### src/rtl/uart_rx_pkg.sv
// Shared types for the UART receive path.
//   parity_t   : parity configuration of the receiver
//   rx_state_t : receiver FSM states
//   rx_entry_t : one receive-FIFO word (error tags + data, data LSB-aligned)
package uart_rx_pkg;

  typedef enum logic [1:0] {
    PAR_NONE,
    PAR_EVEN,
    PAR_ODD
  } parity_t;

  typedef enum logic [2:0] {
    IDLE,
    START,
    DATA,
    PARITY,
    STOP,
    PUSH,
    WAIT_HIGH
  } rx_state_t;

  // Data is LSB-aligned; bits above DATA_BITS are always written as 0.
  typedef struct packed {
    logic       parity_err;
    logic       framing_err;
    logic [8:0] data;
  } rx_entry_t;

endpackage

### src/rtl/rx_fifo.sv
// Generic synchronous FIFO with first-word fall-through head output.
//   clk, rst      : clock, synchronous active-high reset
//   push_i        : write push_data_i (accepted if not full, or full with pop)
//   push_data_i   : word to write
//   pop_i         : drop the head word (ignored when empty)
//   head_o        : head word, 0 when empty
//   full_o/empty_o: occupancy flags
//   count_o       : number of occupied entries
module rx_fifo #(
  parameter int WIDTH = 11,
  parameter int DEPTH = 4
) (
  input  logic                       clk,
  input  logic                       rst,
  input  logic                       push_i,
  input  logic [WIDTH-1:0]           push_data_i,
  input  logic                       pop_i,
  output logic [WIDTH-1:0]           head_o,
  output logic                       full_o,
  output logic                       empty_o,
  output logic [$clog2(DEPTH+1)-1:0] count_o
);

  localparam int PW = $clog2(DEPTH);
  localparam int CW = $clog2(DEPTH+1);

  logic [WIDTH-1:0] mem_q [DEPTH];
  logic [PW-1:0]    wr_ptr_q, rd_ptr_q;
  logic [CW-1:0]    count_q;
  logic             do_push, do_pop;

  assign empty_o = (count_q == '0);
  assign full_o  = (count_q == CW'(DEPTH));

  // A pop frees the slot first, so a push into a full FIFO is accepted
  // when it coincides with a pop.
  assign do_pop  = pop_i && !empty_o;
  assign do_push = push_i && (!full_o || do_pop);

  // NOTE: storage carries no reset (plain RAM); the head is gated by empty_o
  // instead so stale contents never reach the outputs after a reset.
  always_ff @(posedge clk) begin
    if (do_push) mem_q[wr_ptr_q] <= push_data_i;
  end

  // NOTE: all sequential state uses non-blocking assignments so every flop
  // samples the pre-edge values regardless of statement order.
  always_ff @(posedge clk) begin
    if (rst) begin
      wr_ptr_q <= '0;
      rd_ptr_q <= '0;
      count_q  <= '0;
    end else begin
      if (do_push) wr_ptr_q <= wr_ptr_q + PW'(1);
      if (do_pop)  rd_ptr_q <= rd_ptr_q + PW'(1);
      case ({do_push, do_pop})
        2'b10:   count_q <= count_q + CW'(1);
        2'b01:   count_q <= count_q - CW'(1);
        default: count_q <= count_q;
      endcase
    end
  end

  assign head_o  = empty_o ? '0 : mem_q[rd_ptr_q];
  assign count_o = count_q;

endmodule

### src/rtl/uart_rx_fifo.sv
// Parametrised UART receiver with a tagged receive FIFO.
//   clk, rst      : clock, synchronous active-high reset
//   serial_in     : asynchronous serial line, idles high
//   data_read     : one-cycle pop strobe for the FIFO head
//   rx_data       : head data (first-word fall-through)
//   data_ready    : FIFO not empty
//   framing_error : framing tag of the head entry
//   parity_error  : parity tag of the head entry
//   overrun_error : sticky, a frame was dropped on a full FIFO
//   fifo_count    : occupied FIFO entries
module uart_rx_fifo import uart_rx_pkg::*; #(
  parameter int      DATA_BITS    = 8,
  parameter int      CLKS_PER_BIT = 10,
  parameter parity_t PARITY_MODE  = PAR_NONE,
  parameter int      STOP_BITS    = 1,
  parameter int      FIFO_DEPTH   = 4
) (
  input  logic                            clk,
  input  logic                            rst,
  input  logic                            serial_in,
  input  logic                            data_read,
  output logic [DATA_BITS-1:0]            rx_data,
  output logic                            data_ready,
  output logic                            framing_error,
  output logic                            parity_error,
  output logic                            overrun_error,
  output logic [$clog2(FIFO_DEPTH+1)-1:0] fifo_count
);

  localparam int TW = $clog2(CLKS_PER_BIT);
  localparam int BW = 4;

  logic                 sync1_q, sync2_q, s_prev_q, s;
  rx_state_t            state_q;
  logic [TW-1:0]        timer_q;
  logic                 tick;
  logic [BW-1:0]        bit_cnt_q;
  logic [DATA_BITS-1:0] shift_q;
  logic                 parity_err_q, framing_err_q;
  logic                 overrun_q;
  rx_entry_t            push_entry, head;
  logic                 push, fifo_full, fifo_empty;

  // Two-flop synchroniser plus one delayed copy for falling-edge detection.
  always_ff @(posedge clk) begin
    if (rst) begin
      sync1_q  <= 1'b1;
      sync2_q  <= 1'b1;
      s_prev_q <= 1'b1;
    end else begin
      sync1_q  <= serial_in;
      sync2_q  <= sync1_q;
      s_prev_q <= sync2_q;
    end
  end

  assign s    = sync2_q;
  assign tick = (timer_q == TW'(CLKS_PER_BIT-1));

  always_ff @(posedge clk) begin
    if (rst) begin
      state_q       <= IDLE;
      timer_q       <= '0;
      bit_cnt_q     <= '0;
      shift_q       <= '0;
      parity_err_q  <= 1'b0;
      framing_err_q <= 1'b0;
    end else begin
      timer_q <= tick ? '0 : timer_q + TW'(1);
      case (state_q)
        IDLE: begin
          if (s_prev_q && !s) begin
            state_q       <= START;
            timer_q       <= '0;
            bit_cnt_q     <= '0;
            parity_err_q  <= 1'b0;
            framing_err_q <= 1'b0;
          end
        end
        START: begin
          // Half a bit after the edge: confirm the start bit and restart the
          // timer so every later tick lands in the middle of a bit.
          if (timer_q == TW'(CLKS_PER_BIT/2 - 1)) begin
            timer_q <= '0;
            state_q <= s ? IDLE : DATA;
          end
        end
        DATA: begin
          if (tick) begin
            shift_q   <= {s, shift_q[DATA_BITS-1:1]};
            bit_cnt_q <= bit_cnt_q + BW'(1);
            if (bit_cnt_q == BW'(DATA_BITS-1)) begin
              bit_cnt_q <= '0;
              state_q   <= (PARITY_MODE != PAR_NONE) ? PARITY : STOP;
            end
          end
        end
        PARITY: begin
          if (tick) begin
            parity_err_q <= (^shift_q) ^ s ^ (PARITY_MODE == PAR_ODD);
            state_q      <= STOP;
          end
        end
        STOP: begin
          if (tick) begin
            if (!s) framing_err_q <= 1'b1;
            if (bit_cnt_q == BW'(STOP_BITS-1)) begin
              bit_cnt_q <= '0;
              state_q   <= PUSH;
            end else begin
              bit_cnt_q <= bit_cnt_q + BW'(1);
            end
          end
        end
        PUSH: state_q <= framing_err_q ? WAIT_HIGH : IDLE;
        // A held-low line (break) must not look like a new start bit.
        WAIT_HIGH: if (s) state_q <= IDLE;
        default:   state_q <= IDLE;
      endcase
    end
  end

  // NOTE: every always_comb output gets a default first so no path can
  // leave it unassigned and infer a latch.
  always_comb begin
    push_entry                        = '0;
    push_entry.data[DATA_BITS-1:0]    = shift_q;
    push_entry.parity_err             = parity_err_q;
    push_entry.framing_err            = framing_err_q;
  end

  assign push = (state_q == PUSH);

  rx_fifo #(
    .WIDTH($bits(rx_entry_t)),
    .DEPTH(FIFO_DEPTH)
  ) u_fifo (
    .clk        (clk),
    .rst        (rst),
    .push_i     (push),
    .push_data_i(push_entry),
    .pop_i      (data_read),
    .head_o     (head),
    .full_o     (fifo_full),
    .empty_o    (fifo_empty),
    .count_o    (fifo_count)
  );

  // When full the FIFO is non-empty, so a data_read always frees a slot.
  always_ff @(posedge clk) begin
    if (rst)                                 overrun_q <= 1'b0;
    else if (push && fifo_full && !data_read) overrun_q <= 1'b1;
    else if (data_read)                       overrun_q <= 1'b0;
  end

  if (DATA_BITS < 9) begin : g_narrow
    logic unused_data_msbs;
    assign unused_data_msbs = ^head.data[8:DATA_BITS];
  end

  assign rx_data       = head.data[DATA_BITS-1:0];
  assign framing_error = head.framing_err;
  assign parity_error  = head.parity_err;
  assign data_ready    = !fifo_empty;
  assign overrun_error = overrun_q;

endmodule

### config.mk
export PLATFORM = sky130hd
export DESIGN_NAME = uart_rx_fifo
export DESIGN_NICKNAME = d
export VERILOG_FILES = /design/src/rtl/uart_rx_pkg.sv /design/src/rtl/rx_fifo.sv /design/src/rtl/uart_rx_fifo.sv
export SDC_FILE = /design/constraint.sdc
export NUM_CORES = 1
export LEC_CHECK = 0
export CAP_MARGIN = 10
export CORE_UTILIZATION = 59
export CTS_BUF_LIST = sky130_fd_sc_hd__clkbuf_16
export CTS_CLUSTER_DIAMETER = 200
export DETAILED_ROUTE_END_ITERATION = 6
export HOLD_SLACK_MARGIN = 0.03
export PLACE_DENSITY = 0.79
export REMOVE_ABC_BUFFERS = 1
export SYNTH_ARGS = -nofsm -noshare
export SYNTH_HDL_FRONTEND = slang
export SYNTH_HIERARCHICAL = 1
export SYNTH_SLANG_ARGS = --single-unit
export TNS_END_PERCENT = 1
### constraint.sdc
create_clock -name clk -period 2.85 [get_ports clk]
set_input_delay 0.4275 -clock clk [delete_from_list [all_inputs] [get_ports clk]]
set_output_delay 0.4275 -clock clk [all_outputs]
set_load 0.05 [all_outputs]
== Word-level counts from Yosys, hierarchy flattened ==
Memories as Yosys holds them, arrays and structs flattened. A register that Yosys moved wholly into a read port is not among the register bits.
Cells that the tools add are included.
Word-level totals
  register bits after elaboration: 32
  bits in writable memories: 40
  bits of input ports: 4
  output and inout port bits: 15
  word-level logic and storage cells: 101
  memories kept: 1
Cells by class
  $add $sub $neg: 6
  equality and inequality tests: 21
  multiplexer cells: 35
  bitwise logic cells: 1
  reductions and logical operators: 24
Memories
  u_fifo.mem_q: words 4, bits a word 10, read ports 1, clocked after memory_dff 1, wr ports 1, RTL line rx_fifo.sv:27  | logic [WIDTH-1:0] mem_q [DEPTH];
Operator list (number)
  $mux W4: 8
  $mux W3: 9
  $pmux W3 S7: 1
  $ne A2 B2 Y1 const B: 9
  $eq A3 B3 Y1 const B: 4
  $pmux W4 S3: 1
  $mux W11: 1
  $add A4 B1 Y4 const B: 2
  $eq A4 B3 Y1 const B: 2
  $mux W1: 8
  $pmux W4 S2: 1
  $reduce_and A4 Y1: 2
  $reduce_and A8 Y1: 1
  $reduce_bool A2 Y1: 4
  $reduce_xor A8 Y1: 1
  $eq A3 B2 Y1 const B: 2
  $logic_not A3 Y1: 2
  $mux W2: 3
  $pmux W3 S2: 1
  $logic_and A1 B1 Y1: 5
  $add A2 B1 Y2 const B: 2
  $eq A4 B4 Y1 const B: 1
  $logic_not A1 Y1: 4
  $logic_not A4 Y1: 1
  other kinds (11): 12

== Longest topological paths before layout ==
Gate-level depths: netlist (run 1).
  depth after elaboration: 7
  gate-level depth with buffers: 11
  mapped depth without buffers: 10

== Cells and area by module ==
The synthesis (run 1) kept the hierarchy.
Modules (own cells, without submodules)
  rx_fifo: times used 1, cells an instance 123, area an instance 2179.6 µm²
  uart_rx_fifo: times used 1, cells an instance 167, area an instance 1398.8 µm²

== Worst setup path before layout (run 1) ==
No wires, ideal clock.
  path type: register to register
  start point: register u_fifo.count_q[0] (netlist: u_fifo/count_o[0])
  end point: register u_fifo.count_q[2] (netlist: u_fifo/count_o[2])
  library setup time: 70 ps
  arrival time: 2330 ps
  required time: 2780 ps
  slack: 450 ps
  cell stages (with the launch flop): 10
  cells stage by stage: dfxtp_1 > nor3_2 > buf_4 > nor2_1 > ha_1 > inv_1 > fa_1 > xor2_1 > or3_1 > a21oi_1
Between the ends
  cells in the longest elaborated chain, start to end: 7
RTL lines
  from (decl): RTL line rx_fifo.sv:29  | logic [CW-1:0] count_q;
  from (signal assigned): RTL line rx_fifo.sv:57  | 2'b10: count_q <= count_q + CW'(1);
  from (signal assigned): RTL line rx_fifo.sv:58  | 2'b01: count_q <= count_q - CW'(1);
  from (signal assigned): RTL line rx_fifo.sv:59  | default: count_q <= count_q;
  $logic_not A3 Y1 *: RTL line rx_fifo.sv:32  | assign empty_o = (count_q == '0);
  named net fifo_empty: RTL line uart_rx_fifo.sv:42  | logic push, fifo_full, fifo_empty;
  $logic_not A1 Y1 *: RTL line rx_fifo.sv:37  | assign do_pop = pop_i && !empty_o;
  $logic_and A1 B1 Y1 *: RTL line rx_fifo.sv:37
  named net u_fifo.do_pop: RTL line rx_fifo.sv:30  | logic do_push, do_pop;
  $logic_or A1 B1 Y1: RTL line rx_fifo.sv:38  | assign do_push = push_i && (!full_o || do_pop);
  $logic_and A1 B1 Y1: RTL line rx_fifo.sv:38
  $eq A2 B1 Y1 or $eq A2 B2 Y1 (tied branches): RTL line rx_fifo.sv:56  | case ({do_push, do_pop})
  $pmux W3 S2 or $reduce_bool A2 Y1 (tied branches)
The timed path passes the listed nets; every way through them passes the cells marked *.
A chain may end at the register's enable or synchronous reset.

==> flow_summary.yaml, run 1 <==
final_layout:
  drive_gt1_frac: 0.1447
  antennaDiodeCount: 0
  area_delta_synth_final_pct: 16.22
  instances_no_fill: 383
  finalNetCount: 321
grt:
  grt-ovfl-total: 0
  grt.total_usage: 0.2191
  use_met2: 0.3640
  grt_pass1_wl_um: 9915
  grt_antenna_before_repair: 0
  grt_pass1_vias: 2030
  grt_max_degree: 21
  grt_util_met3: 0.04535
  busiest_layer: "met2"
  gr-usage-met1: 0.2802
place:
  placedCellCount: 367
  pre_cts_ws_ns: 0.3647
  numPortBuffers: 18
  hpwl_um: 3904
  gp_congestion: 0.8458
timing:
  finalSetupViolCount: 0
  hold_violations: 0
  fin_ws_ns: 0.09037
  finalCritPeriodShare: 0.9683
  fin_skew_ns: 0.007674
  worstMarginPinSlew_ns: 0.5502
  slew_violations: 0
  fmax_mhz: 362.4
  min_period_ns: 2.760
  relSlewSlack: 0.6332
  setup_tns_ns: 0
  rsz0062_at_grt: "false"
power:
  power.internal_uw: 1881
  p_per_area_mw_per_mm2: 611.0
  pwr-share-clk: 0.454
  power.leakage_uw: 0.001361
  seqPwrFrac: 0.474
  max-vdd-ir-drop_uv: 456.0
  comb_power_share: 0.072
  power_switching_uw: 546.3
  netSwitchingFraction: 0.2250
detailed_routing:
  via_count: 2196
  ant_nets: 0
  wl_per_cell_um: 16.16
  drt-pass1-iter-count: 4
  drtIter0Drc: 87
  viasPerCell: 5.734
  drc: 0
  drt_wl_total_um: 6189
clock_network:
  h-tree-depth: 3
  cts_root_buffer: "clkbuf_16"
  hold_buffers: 0
  cts_sinks: 74
  cts_tree: "done"
  cts_resized: 0
  cts_setup_buffers: 0
  clk-insertion-delay-late_ns: 0.33
  clkSlewWorstSetupHoldPaths_ns: 0.06
  clockBufferDepth: 2
  cts_buffers: 9
setup_path:
  required_ns: 2.42
  cp-start-kind: "flip-flop"
  r2r_start: "u_fifo/count_o[2]$_SDFFE_PP0P_"
  critPathCaptureType: "primary output"
  crit_fanout: 10
  worstPathArrival_ns: 2.33
  crit_type: "reg -> out"
hold_path:
  min-delay-start: "sync1_q$_SDFF_PP1_"
  hold_path.class: "reg -> reg"
floorplanning:
  core_mm2: 0.005540
  boundaryPins: 19
  dieHeight_um: 78.12
  core.rowCount: 27
  die_area_mm2: 0.006102
  die_w_um: 78.12
  initial_core_util: 0.6170
synthesis:
  synth_area_mm2: 0.003418
  netlist_instances: 283
  yosys_warnings: 6
  syn_avg_cell_area_um2: 12.08
status:
  outcome: "finished, final reports clean"
run:
  drv_cap: 0
power by group through the flow:
stage	logic [uW]	registers, uW	clock network [uW]
floorplan	106	1180	0
global placement	169	1170	0
detailed placement	172	1170	0
CTS	172	1150	1110
global route	194	1150	1170
finish	176	1150	1100
cell usage in the layout (no fill, tap or decap), types with 3 or more instances in the layout:
cell type and n:
a21oi_1 22, a32o_1 3, and2_1 6, buf_4 9, clkbuf_16 9, clkdlybuf4s50_1 18, dfxtp_1 34, edfxtp_1 40
ha_1 10, inv_1 17, mux4_2 9, nand2_1 16, nand2b_1 4, nand3_1 12, nand3b_1 3, nor2_1 13
nor2b_1 13, nor3_1 4, o21ai_0 7, or2_2 3, or3_1 4, xnor2_1 5, xor2_1 5
flip-flops by register name, summed over array words and instances, names as in the netlist, named ones only:
name	cells
s	1
state_q	3
framing_err_q	1
u_fifo/mem_q	40
parity_err_q	1
u_fifo/rd_ptr_q	2
bit_cnt_q	4
s_prev_q	1
timer_q	4
u_fifo/count_o	3
u_fifo/wr_ptr_q	2
sync1_q	1
overrun_error	1
shift_q	8
path summary, 6_finish.rpt:
check                                   endpoint  slack, ns  depth (start not counted)
setup / recovery                      rx_data[6]       0.09                          4
hold / removal                      s$_SDFF_PP1_       0.41                          1
setup reg to reg  u_fifo/count_o[2]$_SDFFE_PP0P_       0.66                          9
hold reg to reg                     s$_SDFF_PP1_       0.41                          1
worst max-delay path: stages, from the launching register on:
cell,delay [ns]
dfxtp_1,0.31
buf_4,0.23
mux4_1,0.60
and2b_1,0.18
clkdlybuf4s50_1,0.70
final cells by class:
type                            instances  area (um2)
Multi-Input combinational cell        178        1398
Clock buffer                            9       225.2
Timing Repair Buffer                   27       247.7
Sequential cell                        74        1882
Tap cell                               72       90.09
Inverter                               16       60.06
Fill cell                             393        1568
Clock inverter                          7       70.07
per-stage QoR:
stage | cell area [um2] | utilization | total power (uW) | hold slack (ns)
3_5_place_dp | 3677 | 0.6637 | 1344 | 0.4029
3_3_place_gp | 3677 | 0.6637 | 1341 | 0.4023
6_report | 3973 | 0.7170 | 2427 | 0.4094
2_1_floorplan | 3339 | - | 1289 | 0.3895
5_1_grt | 3973 | 0.7170 | 2515 | 0.4291
4_1_cts | 3973 | 0.7170 | 2433 | 0.4177
routing by layer:
metal	up-vias	part of all wire	wire [um]
li1	1084	-	-
met1	1059	0.45	2759
met2	48	0.51	3136
met3	5	0.037	232
met4	0	0.0099	61
met5	-	0	0
(Power assumes the default switching activity.)
==> run 2, diff against run 1 <==
Settings changed: SYNTH_HIERARCHICAL 1 to unset.
==> flow_summary.yaml, run 2 <==
grt:
  busiest_layer: "met2"
  grt.total_usage: 0.2229
  grt_pass1_vias: 2072
  gr-usage-met1: 0.2888
  use_met2: 0.3407
  grt_antenna_before_repair: 0
  grt_pass1_wl_um: 9880
  grt_max_degree: 19
  grt_util_met3: 0.06000
  grt-ovfl-total: 0
synthesis:
  yosys.area_share.adder: 0.03952
  synthXorXnorAreaFrac: 0.03654
  seq_area_frac_synth: 0.5608
  async_flop_share: 0
  synth_top_family_by_area: "simple AND/OR/NAND/NOR gates"
  yosysUniqueCellTypes: 51
  synth.area.mux_share: 0.1003
  ys_seq_elements: 74
  yosys.area_share.simple: 0.1473
  netlist_instances: 272
  yosysTopAreaCell: "edfxtp_1"
  synth_area_mm2: 0.003356
  synth-compound-area-share: 0.08091
  synth_top_area_frac: 0.3579
  yosys_warnings: 0
  ys_top_cells_by_count: "edfxtp_1 (40), dfxtp_1 (34), nor2_1 (33)"
  syn_avg_cell_area_um2: 12.34
  yosys-top-cells-area: "edfxtp_1 (36%), dfxtp_1 (20%), mux4_2 (6.7%)"
  yosysMostFrequentCell: "edfxtp_1"
  yosys_most_used_dff: "edfxtp_1"
  synth_enable_flop_cells: 40
clock_network:
  cts_resized: 0
  cts_tree: "done"
  cts_root_buffer: "clkbuf_16"
  clockBufferDepth: 2
  h-tree-depth: 3
  cts_setup_buffers: 0
  clkSlewWorstSetupHoldPaths_ns: 0.05
  cts_sinks: 74
  cts_buffers: 9
  hold_buffers: 0
  clk-insertion-delay-late_ns: 0.33
final_layout:
  reg_top3: "u_fifo.mem_q (40), shift_q (8)"
  drive_gt1_frac: 0.1300
  regMostFlops: "u_fifo.mem_q"
  final_cell_mix: "edfxtp_1 (40), dfxtp_1 (34), nor2_1 (33), clkdlybuf4s50_1 (18), inv_1 (15)"
  multiInputGateArea_mm2: 0.001358
  finalNetCount: 309
  antennaDiodeCount: 0
  area_delta_synth_final_pct: 15.96
  largest_reg_flops: 40
  fill_cells: 387
  seq_area_mm2: 0.001882
  stdcell_area_mm2: 0.003891
  layout_commonest_cell: "edfxtp_1"
floorplanning:
  boundaryPins: 19
  initial_core_util: 0.6094
  die_w_um: 77.42
  dieHeight_um: 77.42
  die_area_mm2: 0.005993
  core_mm2: 0.005507
  core.rowCount: 27
timing:
  setup_tns_ns: 0
  slew_violations: 0
  min_period_ns: 2.736
  finalSetupViolCount: 0
  fin_skew_ns: 0.005369
  fmax_mhz: 365.4
  relSlewSlack: 0.6404
  hold_violations: 0
  worstMarginPinSlew_ns: 0.5395
  finalCritPeriodShare: 0.9601
  rsz0062_at_grt: "false"
power:
  power.total_uw: 2332
  netSwitchingFraction: 0.2095
  max-vdd-ir-drop_uv: 374.7
  pwr-share-clk: 0.460
  power.internal_uw: 1843
  power.leakage_uw: 0.001384
  comb_power_share: 0.046
  power_switching_uw: 488.4
  seqPwrFrac: 0.494
  p_per_area_mw_per_mm2: 599.3
setup_path:
  crit_end: "rx_data[7]"
  critPathCaptureType: "primary output"
  crit_type: "reg -> out"
  required_ns: 2.42
  r2r_setup_slack_ns: 0.51
  r2r-end: "u_fifo.count_o[2]$_SDFFE_PP0P_"
  crit_fanout: 9
  worstPathArrival_ns: 2.31
  r2r_start: "u_fifo.count_o[1]$_SDFFE_PP0P_"
  cp-start-kind: "flip-flop"
  rr_worst_depth: 6
detailed_routing:
  drc: 0
  viasPerCell: 5.683
  wl_per_cell_um: 15.18
  drt-pass1-iter-count: 4
  drt_wl_total_um: 5646
  ant_nets: 0
  drtIter0Drc: 167
  via_count: 2114
place:
  numPortBuffers: 18
  dpl-instance-area_mm2: 0.003603
  hpwl_um: 3700
  gp_congestion: 0.7697
hold_path:
  min-delay-start: "sync1_q$_SDFF_PP1_"
  hold_path.class: "reg -> reg"
run:
  drv_cap: 0
status:
  outcome: "finished, final reports clean"
run 2: layout make-up:
type | instances | share of cell area
timing repair buffer | 24 | 0.05788
sequential | 74 | 0.4836
clock inverter | 7 | 0.01608
clock buffer | 9 | 0.05788
multi-input combinational | 173 | 0.3489
inverter | 13 | 0.01254
tap | 72 | 0.02315
run 2: stage by stage:
| stage | setup slack, ns | cells | utilization | hold WS (ns) |
|---|---|---|---|---|
| 3_3_place_gp | 0.4792 | 356 | 0.6544 | 0.3961 |
| 6_report | 0.1136 | 372 | 0.7067 | 0.4075 |
| 5_1_grt | 0.03374 | 372 | 0.7067 | 0.4309 |
| 2_1_floorplan | 0.1278 | 260 | - | 0.3895 |
| 4_1_cts | 0.07150 | 372 | 0.7067 | 0.4082 |
| 3_5_place_dp | 0.4506 | 356 | 0.6544 | 0.3949 |
run 2: kinds of logic after synthesis:
logic type	count (synthesis)
simple gates	92
compound gates	36
mux	21
xor+xnor	14
buf+inv	25
flops	74
fa+ha+maj	10
run 2: worst max-delay path, stage by stage (launching register included):
cell and delay, ns:
dfxtp_1 0.35, buf_4 0.24, mux4_2 0.51, and2_1 0.17, clkdlybuf4s50_1 0.70
run 2: how the worst min path moves through the flow:
stage / slack (ns) / end / depth (start not counted)
2_1_floorplan: 0.39 / s$_SDFF_PP1_ / 1
5_1_grt: 0.43 / s$_SDFF_PP1_ / 1
4_1_cts: 0.41 / s$_SDFF_PP1_ / 1
3_3_place_gp: 0.40 / s$_SDFF_PP1_ / 1
3_5_place_dp: 0.39 / s$_SDFF_PP1_ / 1
6_report: 0.41 / s$_SDFF_PP1_ / 1
run 2: power groups by stage:
stage               registers (uW)  clock network (uW)  logic, uW
floorplan                     1170                   0       76.5
global placement              1170                   0        103
detailed placement            1170                   0        108
CTS                           1150                1090        109
global route                  1160                1140        121
finish                        1150                1070        107
run 2: metal layers:
layer | wire length (um) | share of wire | up-vias
met5 | 0 | 0 | -
met3 | 191 | 0.034 | 6
li1 | - | - | 1027
met1 | 2595 | 0.46 | 1033
met4 | 72 | 0.013 | 0
met2 | 2787 | 0.49 | 48
